$ cat config.mk
export PLATFORM = sky130hd
export DESIGN_NAME = mem_stage
export DESIGN_NICKNAME = d
export VERILOG_FILES = /design/src/rtl/mips_pkg.sv /design/src/rtl/mem_access_fsm.sv /design/src/rtl/mem_stage.sv
export SDC_FILE = /design/constraint.sdc
export NUM_CORES = 1
export LEC_CHECK = 0
export ABC_CLOCK_PERIOD_IN_PS = 3960
export BUFFER_PORTS_ARGS = -buffer_cell sky130_fd_sc_hd__buf_2
export CAP_MARGIN = 40
export CORE_MARGIN = 4
export CORE_UTILIZATION = 51
export CTS_CLUSTER_DIAMETER = 50
export CTS_CLUSTER_SIZE = 14
export DETAILED_ROUTE_END_ITERATION = 10
export MAX_ROUTING_LAYER = met4
export PLACE_DENSITY_LB_ADDON = 0.1
export SYNTH_ARGS = -nofsm -noshare
export SYNTH_HDL_FRONTEND = slang
export SYNTH_SLANG_ARGS = --single-unit
$ cat constraint.sdc
create_clock -name clk -period 3.96 [get_ports clk]
set_input_delay 0.396 -clock clk [delete_from_list [all_inputs] [get_ports clk]]
set_output_delay 0.396 -clock clk [all_outputs]
set_load 0.05 [all_outputs]
$ cat src/rtl/mips_pkg.sv
// Shared types for the MIPS32 memory stage: FSM state encoding, datapath
// constants and the EX/MEM and MEM/WB pipeline register layouts.
package mips_pkg;

  localparam int XLEN   = 32;
  localparam int REG_AW = 5;

  typedef enum logic [0:0] {
    M_IDLE = 1'b0,
    M_WAIT = 1'b1
  } mem_state_t;

  // Contents of the EX/MEM register (the _m signals).
  typedef struct packed {
    logic [XLEN-1:0]   alu_out;
    logic [XLEN-1:0]   write_data;
    logic [REG_AW-1:0] write_reg;
    logic              reg_write;
    logic              mem_to_reg;
    logic              mem_write;
    logic              branch;
    logic              zero;
    logic [XLEN-1:0]   pc_branch;
  } ex_mem_t;

  // Contents of the MEM/WB register (the _w signals).
  typedef struct packed {
    logic [XLEN-1:0]   alu_out;
    logic [XLEN-1:0]   read_data;
    logic [REG_AW-1:0] write_reg;
    logic              reg_write;
    logic              mem_to_reg;
    logic              addr_err;
  } mem_wb_t;

  // A word access is misaligned when either of the two low address bits is set.
  function automatic logic is_misaligned(input logic [1:0] addr_lsb);
    return (addr_lsb != 2'b00);
  endfunction

endpackage

$ cat src/rtl/mem_access_fsm.sv
// Data-memory handshake controller: tracks an outstanding access, drives the
// request line, raises the upstream stall and counts stalled cycles.
module mem_access_fsm #(
  parameter int STALL_CNT_W = 16
) (
  input  logic                   clk,
  input  logic                   rst,
  input  logic                   mem_op,
  input  logic                   dmem_ready,
  output logic                   dmem_req,
  output logic                   stall_m,
  output logic [STALL_CNT_W-1:0] stall_cycles
);
  import mips_pkg::*;

  mem_state_t             state_r;
  mem_state_t             next_state_s;
  logic [STALL_CNT_W-1:0] stall_cnt_r;

  // State register; reset abandons any outstanding access.
  always_ff @(posedge clk) begin
    if (rst) begin
      state_r <= M_IDLE;
    end else begin
      state_r <= next_state_s;
    end
  end

  // Next-state and request generation; a zero-wait memory keeps us in M_IDLE.
  always_comb begin
    next_state_s = state_r;
    dmem_req     = 1'b0;
    case (state_r)
      M_IDLE: begin
        dmem_req = mem_op;
        if (mem_op && !dmem_ready) begin
          next_state_s = M_WAIT;
        end else begin
          next_state_s = M_IDLE;
        end
      end
      M_WAIT: begin
        dmem_req = 1'b1;
        if (dmem_ready) begin
          next_state_s = M_IDLE;
        end else begin
          next_state_s = M_WAIT;
        end
      end
      default: begin
        next_state_s = M_IDLE;
        dmem_req     = 1'b0;
      end
    endcase
  end

  assign stall_m = mem_op & dmem_req & ~dmem_ready;

  // Saturating count of cycles spent stalled on memory.
  always_ff @(posedge clk) begin
    if (rst) begin
      stall_cnt_r <= {STALL_CNT_W{1'b0}};
    end else if (stall_m && (stall_cnt_r != {STALL_CNT_W{1'b1}})) begin
      stall_cnt_r <= stall_cnt_r + {{(STALL_CNT_W-1){1'b0}}, 1'b1};
    end else begin
      stall_cnt_r <= stall_cnt_r;
    end
  end

  assign stall_cycles = stall_cnt_r;

endmodule

$ cat src/rtl/mem_stage.sv
// MIPS32 memory stage: EX/MEM register, data-memory access with stall,
// branch resolution and the MEM/WB register.
// Optional build macro MEM_ALIGN_CHECK_EN: misaligned word accesses are not
// issued to memory and are flagged on addr_err_w instead.
module mem_stage #(
  parameter int DATA_W      = 32,
  parameter int REG_AW      = 5,
  parameter int STALL_CNT_W = 16
) (
  input  logic                   clk,
  input  logic                   rst,
  input  logic [DATA_W-1:0]      alu_out_e,
  input  logic [DATA_W-1:0]      write_data_e,
  input  logic [REG_AW-1:0]      write_reg_e,
  input  logic                   reg_write_e,
  input  logic                   mem_to_reg_e,
  input  logic                   mem_write_e,
  input  logic                   branch_e,
  input  logic                   zero_e,
  input  logic [DATA_W-1:0]      pc_branch_e,
  output logic                   dmem_req,
  output logic                   dmem_we,
  output logic [DATA_W-1:0]      dmem_addr,
  output logic [DATA_W-1:0]      dmem_wdata,
  input  logic                   dmem_ready,
  input  logic [DATA_W-1:0]      dmem_rdata,
  output logic                   stall_m,
  output logic                   pc_src_m,
  output logic [DATA_W-1:0]      pc_branch_m,
  output logic [DATA_W-1:0]      alu_out_w,
  output logic [DATA_W-1:0]      read_data_w,
  output logic [REG_AW-1:0]      write_reg_w,
  output logic                   reg_write_w,
  output logic                   mem_to_reg_w,
  output logic                   addr_err_w,
  output logic [STALL_CNT_W-1:0] stall_cycles
);
  import mips_pkg::*;

  ex_mem_t ex_mem_s;
  ex_mem_t ex_mem_r;
  mem_wb_t mem_wb_r;
  logic    mem_op_s;
  logic    misaligned_s;
  logic    access_op_s;

  // Gather the execute-stage inputs into the EX/MEM record.
  always_comb begin
    ex_mem_s            = '0;
    ex_mem_s.alu_out    = alu_out_e;
    ex_mem_s.write_data = write_data_e;
    ex_mem_s.write_reg  = write_reg_e;
    ex_mem_s.reg_write  = reg_write_e;
    ex_mem_s.mem_to_reg = mem_to_reg_e;
    ex_mem_s.mem_write  = mem_write_e;
    ex_mem_s.branch     = branch_e;
    ex_mem_s.zero       = zero_e;
    ex_mem_s.pc_branch  = pc_branch_e;
  end

  // EX/MEM register: frozen while memory is stalling so the request stays stable.
  always_ff @(posedge clk) begin
    if (rst) begin
      ex_mem_r <= '0;
    end else if (!stall_m) begin
      ex_mem_r <= ex_mem_s;
    end else begin
      ex_mem_r <= ex_mem_r;
    end
  end

  assign mem_op_s = ex_mem_r.mem_to_reg | ex_mem_r.mem_write;

`ifdef MEM_ALIGN_CHECK_EN
  assign misaligned_s = mem_op_s & is_misaligned(ex_mem_r.alu_out[1:0]);
`else
  assign misaligned_s = 1'b0;
`endif

  // A faulting access is never presented to memory, so it cannot stall.
  assign access_op_s = mem_op_s & ~misaligned_s;

  mem_access_fsm #(
    .STALL_CNT_W (STALL_CNT_W)
  ) u_mem_access_fsm (
    .clk          (clk),
    .rst          (rst),
    .mem_op       (access_op_s),
    .dmem_ready   (dmem_ready),
    .dmem_req     (dmem_req),
    .stall_m      (stall_m),
    .stall_cycles (stall_cycles)
  );

  assign dmem_addr   = ex_mem_r.alu_out;
  assign dmem_wdata  = ex_mem_r.write_data;
  assign dmem_we     = ex_mem_r.mem_write;
  assign pc_src_m    = ex_mem_r.branch & ex_mem_r.zero;
  assign pc_branch_m = ex_mem_r.pc_branch;

  // MEM/WB register: bubble on stall, suppress the write of a faulting access,
  // capture load data on the ready cycle of a read.
  always_ff @(posedge clk) begin
    if (rst) begin
      mem_wb_r <= '0;
    end else begin
      if (stall_m) begin
        mem_wb_r.reg_write  <= 1'b0;
        mem_wb_r.mem_to_reg <= 1'b0;
        mem_wb_r.addr_err   <= 1'b0;
      end else begin
        mem_wb_r.alu_out    <= ex_mem_r.alu_out;
        mem_wb_r.write_reg  <= ex_mem_r.write_reg;
        mem_wb_r.reg_write  <= ex_mem_r.reg_write & ~misaligned_s;
        mem_wb_r.mem_to_reg <= ex_mem_r.mem_to_reg;
        mem_wb_r.addr_err   <= misaligned_s;
      end
      if (dmem_ready && !dmem_we) begin
        mem_wb_r.read_data <= dmem_rdata;
      end else begin
        mem_wb_r.read_data <= mem_wb_r.read_data;
      end
    end
  end

  assign alu_out_w    = mem_wb_r.alu_out;
  assign read_data_w  = mem_wb_r.read_data;
  assign write_reg_w  = mem_wb_r.write_reg;
  assign reg_write_w  = mem_wb_r.reg_write;
  assign mem_to_reg_w = mem_wb_r.mem_to_reg;
  assign addr_err_w   = mem_wb_r.addr_err;

endmodule

==> impl_metrics.yaml <==
outcome:
  outcome: "finished, final reports clean"
route:
  drt_first_pass_iters: 4
  drt_first_iter_violations: 313
  via_per_inst: 4.94
  routed_wirelength_um: 20200
  routed-via-count: 6731
  wl_per_cell_um: 14.8
  drc: 0
  ant_nets: 0
synthesis:
  yosysUniqueCellTypes: 33
  ys_ff_latch: 194
  synthTopCellsByArea: "dfxtp_1 (51%), nand2_1 (18%), a21oi_1 (12%), buf_4 (9.6%), clkbuf_1 (2.7%)"
  syn_inst: 971
  synth_top_area_share: 0.511
  ys_seq_area_frac: 0.511
  yosysWarnings: 0
  syn_nets: 1113
  yosysTopAreaCell: "dfxtp_1"
  avgSynthCellArea_um2: 7.83
  synthesis.area_um2: 7610
clocking:
  cts_max_path_buffers: 2
  cts.sinks: 194
  clockRootBuffer: "clkbuf_16"
  clk_pin_slew_ns: 0.07
  cts_tree: "yes"
  cts_resized: 0
  insertion_delay_ns: 0.43
  hold_buffers: 0
  htreeDepth: 4
  cts_made_buffers: 17
  post_cts_buffers: 0
hold_path:
  hold_end: "read_data_w[6]"
  holdPathStages: 3
  hold_path_class: "in2reg"
  hp-start: "dmem_rdata[6]"
critical_path:
  r2r_cells: 5
  slowest_delay_ns: 0.50
  path_cells: "o21bai_4, inv_4, buf_2"
  end_kind: "primary output"
  arrival_ns: 1.98
  critical_path_buf_inv_count: 2
  crit_family: "buffers and inverters"
  r2r_end: "u_mem_access_fsm.stall_cycles[11]"
  path_class: "reg2out"
  worstPathRequired_ns: 3.56
  cp_slowest_cell: "inv_4"
  timing.rr.start: "dmem_we"
  r2r_setup_slack_ns: 1.68
  start_kind: "register"
  crit_fanout: 63
cells_and_area:
  fin_area_um2: 9260
  finish.net_count: 1307
  drive_above_1_share: 0.314
  fin_cells: 1362
  final_cell_mix: "nand2_1 (357), buf_2 (326), dfxtp_1 (194), a21oi_1 (186), clkbuf_16 (17)"
  final_common_cell: "nand2_1"
  syn_to_final_growth_pct: 21.7
  final_core_util: 0.635
die:
  core_area_um2: 14600
  io_pins: 329
  core.rowCount: 44
  die_x_um: 130
  die-area_um2: 16900
  die_y_um: 130
  start_util: 0.521
flow_run:
  drv_cap: 0
placement:
  dp.cells: 1330
  dpl_worst_slack_ns: 1.53
  place.gp.congestion: 0.814
  port-buffer-count: 327
  place_area_um2: 8660
  dp_hpwl_um: 14200
timing:
  setup_slack_ns: 1.58
  hold_violations: 0
  fmax_mhz: 420
  finalCritPeriodShare: 0.601
  skew_ns: 0.00632
  slew_viol_final: 0
  tns_ns: 0
  slew_headroom: 0.532
  setup_viol: 0
  rsz0062_at_grt: "false"
  worstMarginPinSlew_ns: 0.697
  min_period_ns: 2.38
power_and_ir_drop:
  peakVddDrop_uv: 306
  power_leakage_nw: 4.39
  powerDensity_nw_per_um2: 509
grt:
  grt_pass1_vias: 5949
  antenna_found_initial: 0
  grt_pass1_wl_um: 30100
  overflow: 0
  grt_usage: 0.231
  grt_max_degree: 89
==> final cells by class <==
class / instances / area [um2]
fillers: 1364 / 5330
diodes: 1 / 2.50
repair buffers: 335 / 1780
multi-input cells: 615 / 2760
clock buffers: 23 / 488
well taps: 184 / 230
clock inverters: 8 / 103
inverters: 2 / 10.0
flip-flops and latches: 194 / 3880
==> worst max path at each step <==
| stage | from | end | cells after the start |
|---|---|---|---|
| 5_1_grt | dmem_we | stall_m | 3 |
| 4_1_cts | dmem_we | stall_m | 3 |
| 3_5_place_dp | dmem_ready | u_mem_access_fsm.stall_cycles[13] | 6 |
| 6_report | dmem_we | stall_m | 3 |
| 2_1_floorplan | u_mem_access_fsm.stall_cycles[1] | u_mem_access_fsm.stall_cycles[10] | 6 |
| 3_3_place_gp | dmem_ready | u_mem_access_fsm.stall_cycles[13] | 6 |
==> power breakdown <==
group	leakage [nW]	total, mW	switching, mW	internal, mW
Combinational	2.51	0.870	0.653	0.216
Sequential	1.60	2.13	0.0634	2.07
Clock	0.274	1.71	0.715	0.993
==> cell usage after synthesis (all sizes together) <==
cell and instances:
nand2 358, dfxtp 194, a21oi 186, buf 105, clkbuf 55, nand3 7, o31ai 7, or3 7
or4 7, nor3 6, nor2 5, nand4 4, o21ai 4, mux2i 3, nand2b 3, nor3b 3
nor4 3, and3 2, inv 2, o21bai 2, and2 1, and4 1, conb 1, ha 1
nor2b 1, o31a 1, o41ai 1, or2 1
==> cell families (layout without fill, tap and decap cells) <==
family | count (synthesis) | count (layout) | share of synthesized area
and+or+nand+nor | 409 | 409 | 0.219
AOI/OAI and AO/OA | 201 | 201 | 0.136
DFF | 194 | 194 | 0.511
buffers and inverters | 162 | 368 | 0.128
muxes | 3 | 3 | 0.00395
adders and majority gates | 1 | 1 | 0.00164
other | 1 | 2 | 0.000493
==> routing by layer <==
layer  share of wire  GRT usage  up-vias
met5               0          -        -
met4           0.018     0.0770        0
met3           0.087     0.0733       27
met2            0.48      0.370      242
met1            0.41      0.275     3023
li1                -          -     3439
==> metrics by stage <==
step / hold slack, ns / power, mW
floorplan: 0.427 / 2.89
finish: 0.204 / 4.71
global route: 0.191 / 4.90
global placement: 0.435 / 3.03
detailed placement: 0.440 / 3.05
CTS: 0.187 / 4.75
==> state kept, by name, indices dropped and copies added, names as in the netlist <==
register	cells
reg_write_w	1
read_data_w	32
dmem_wdata	32
u_mem_access_fsm.stall_cycles	16
alu_out_w	32
ex_mem_r	9
write_reg_w	5
u_mem_access_fsm.state_r	1
dmem_we	1
mem_to_reg_w	1
pc_branch_m	32
dmem_addr	32
==> worst min-delay path, cell delays in order <==
cell     delay (ns)
buf_2          0.09
nand2_1        0.04
a21oi_1        0.05
Power figures use the tool's default switching activity.
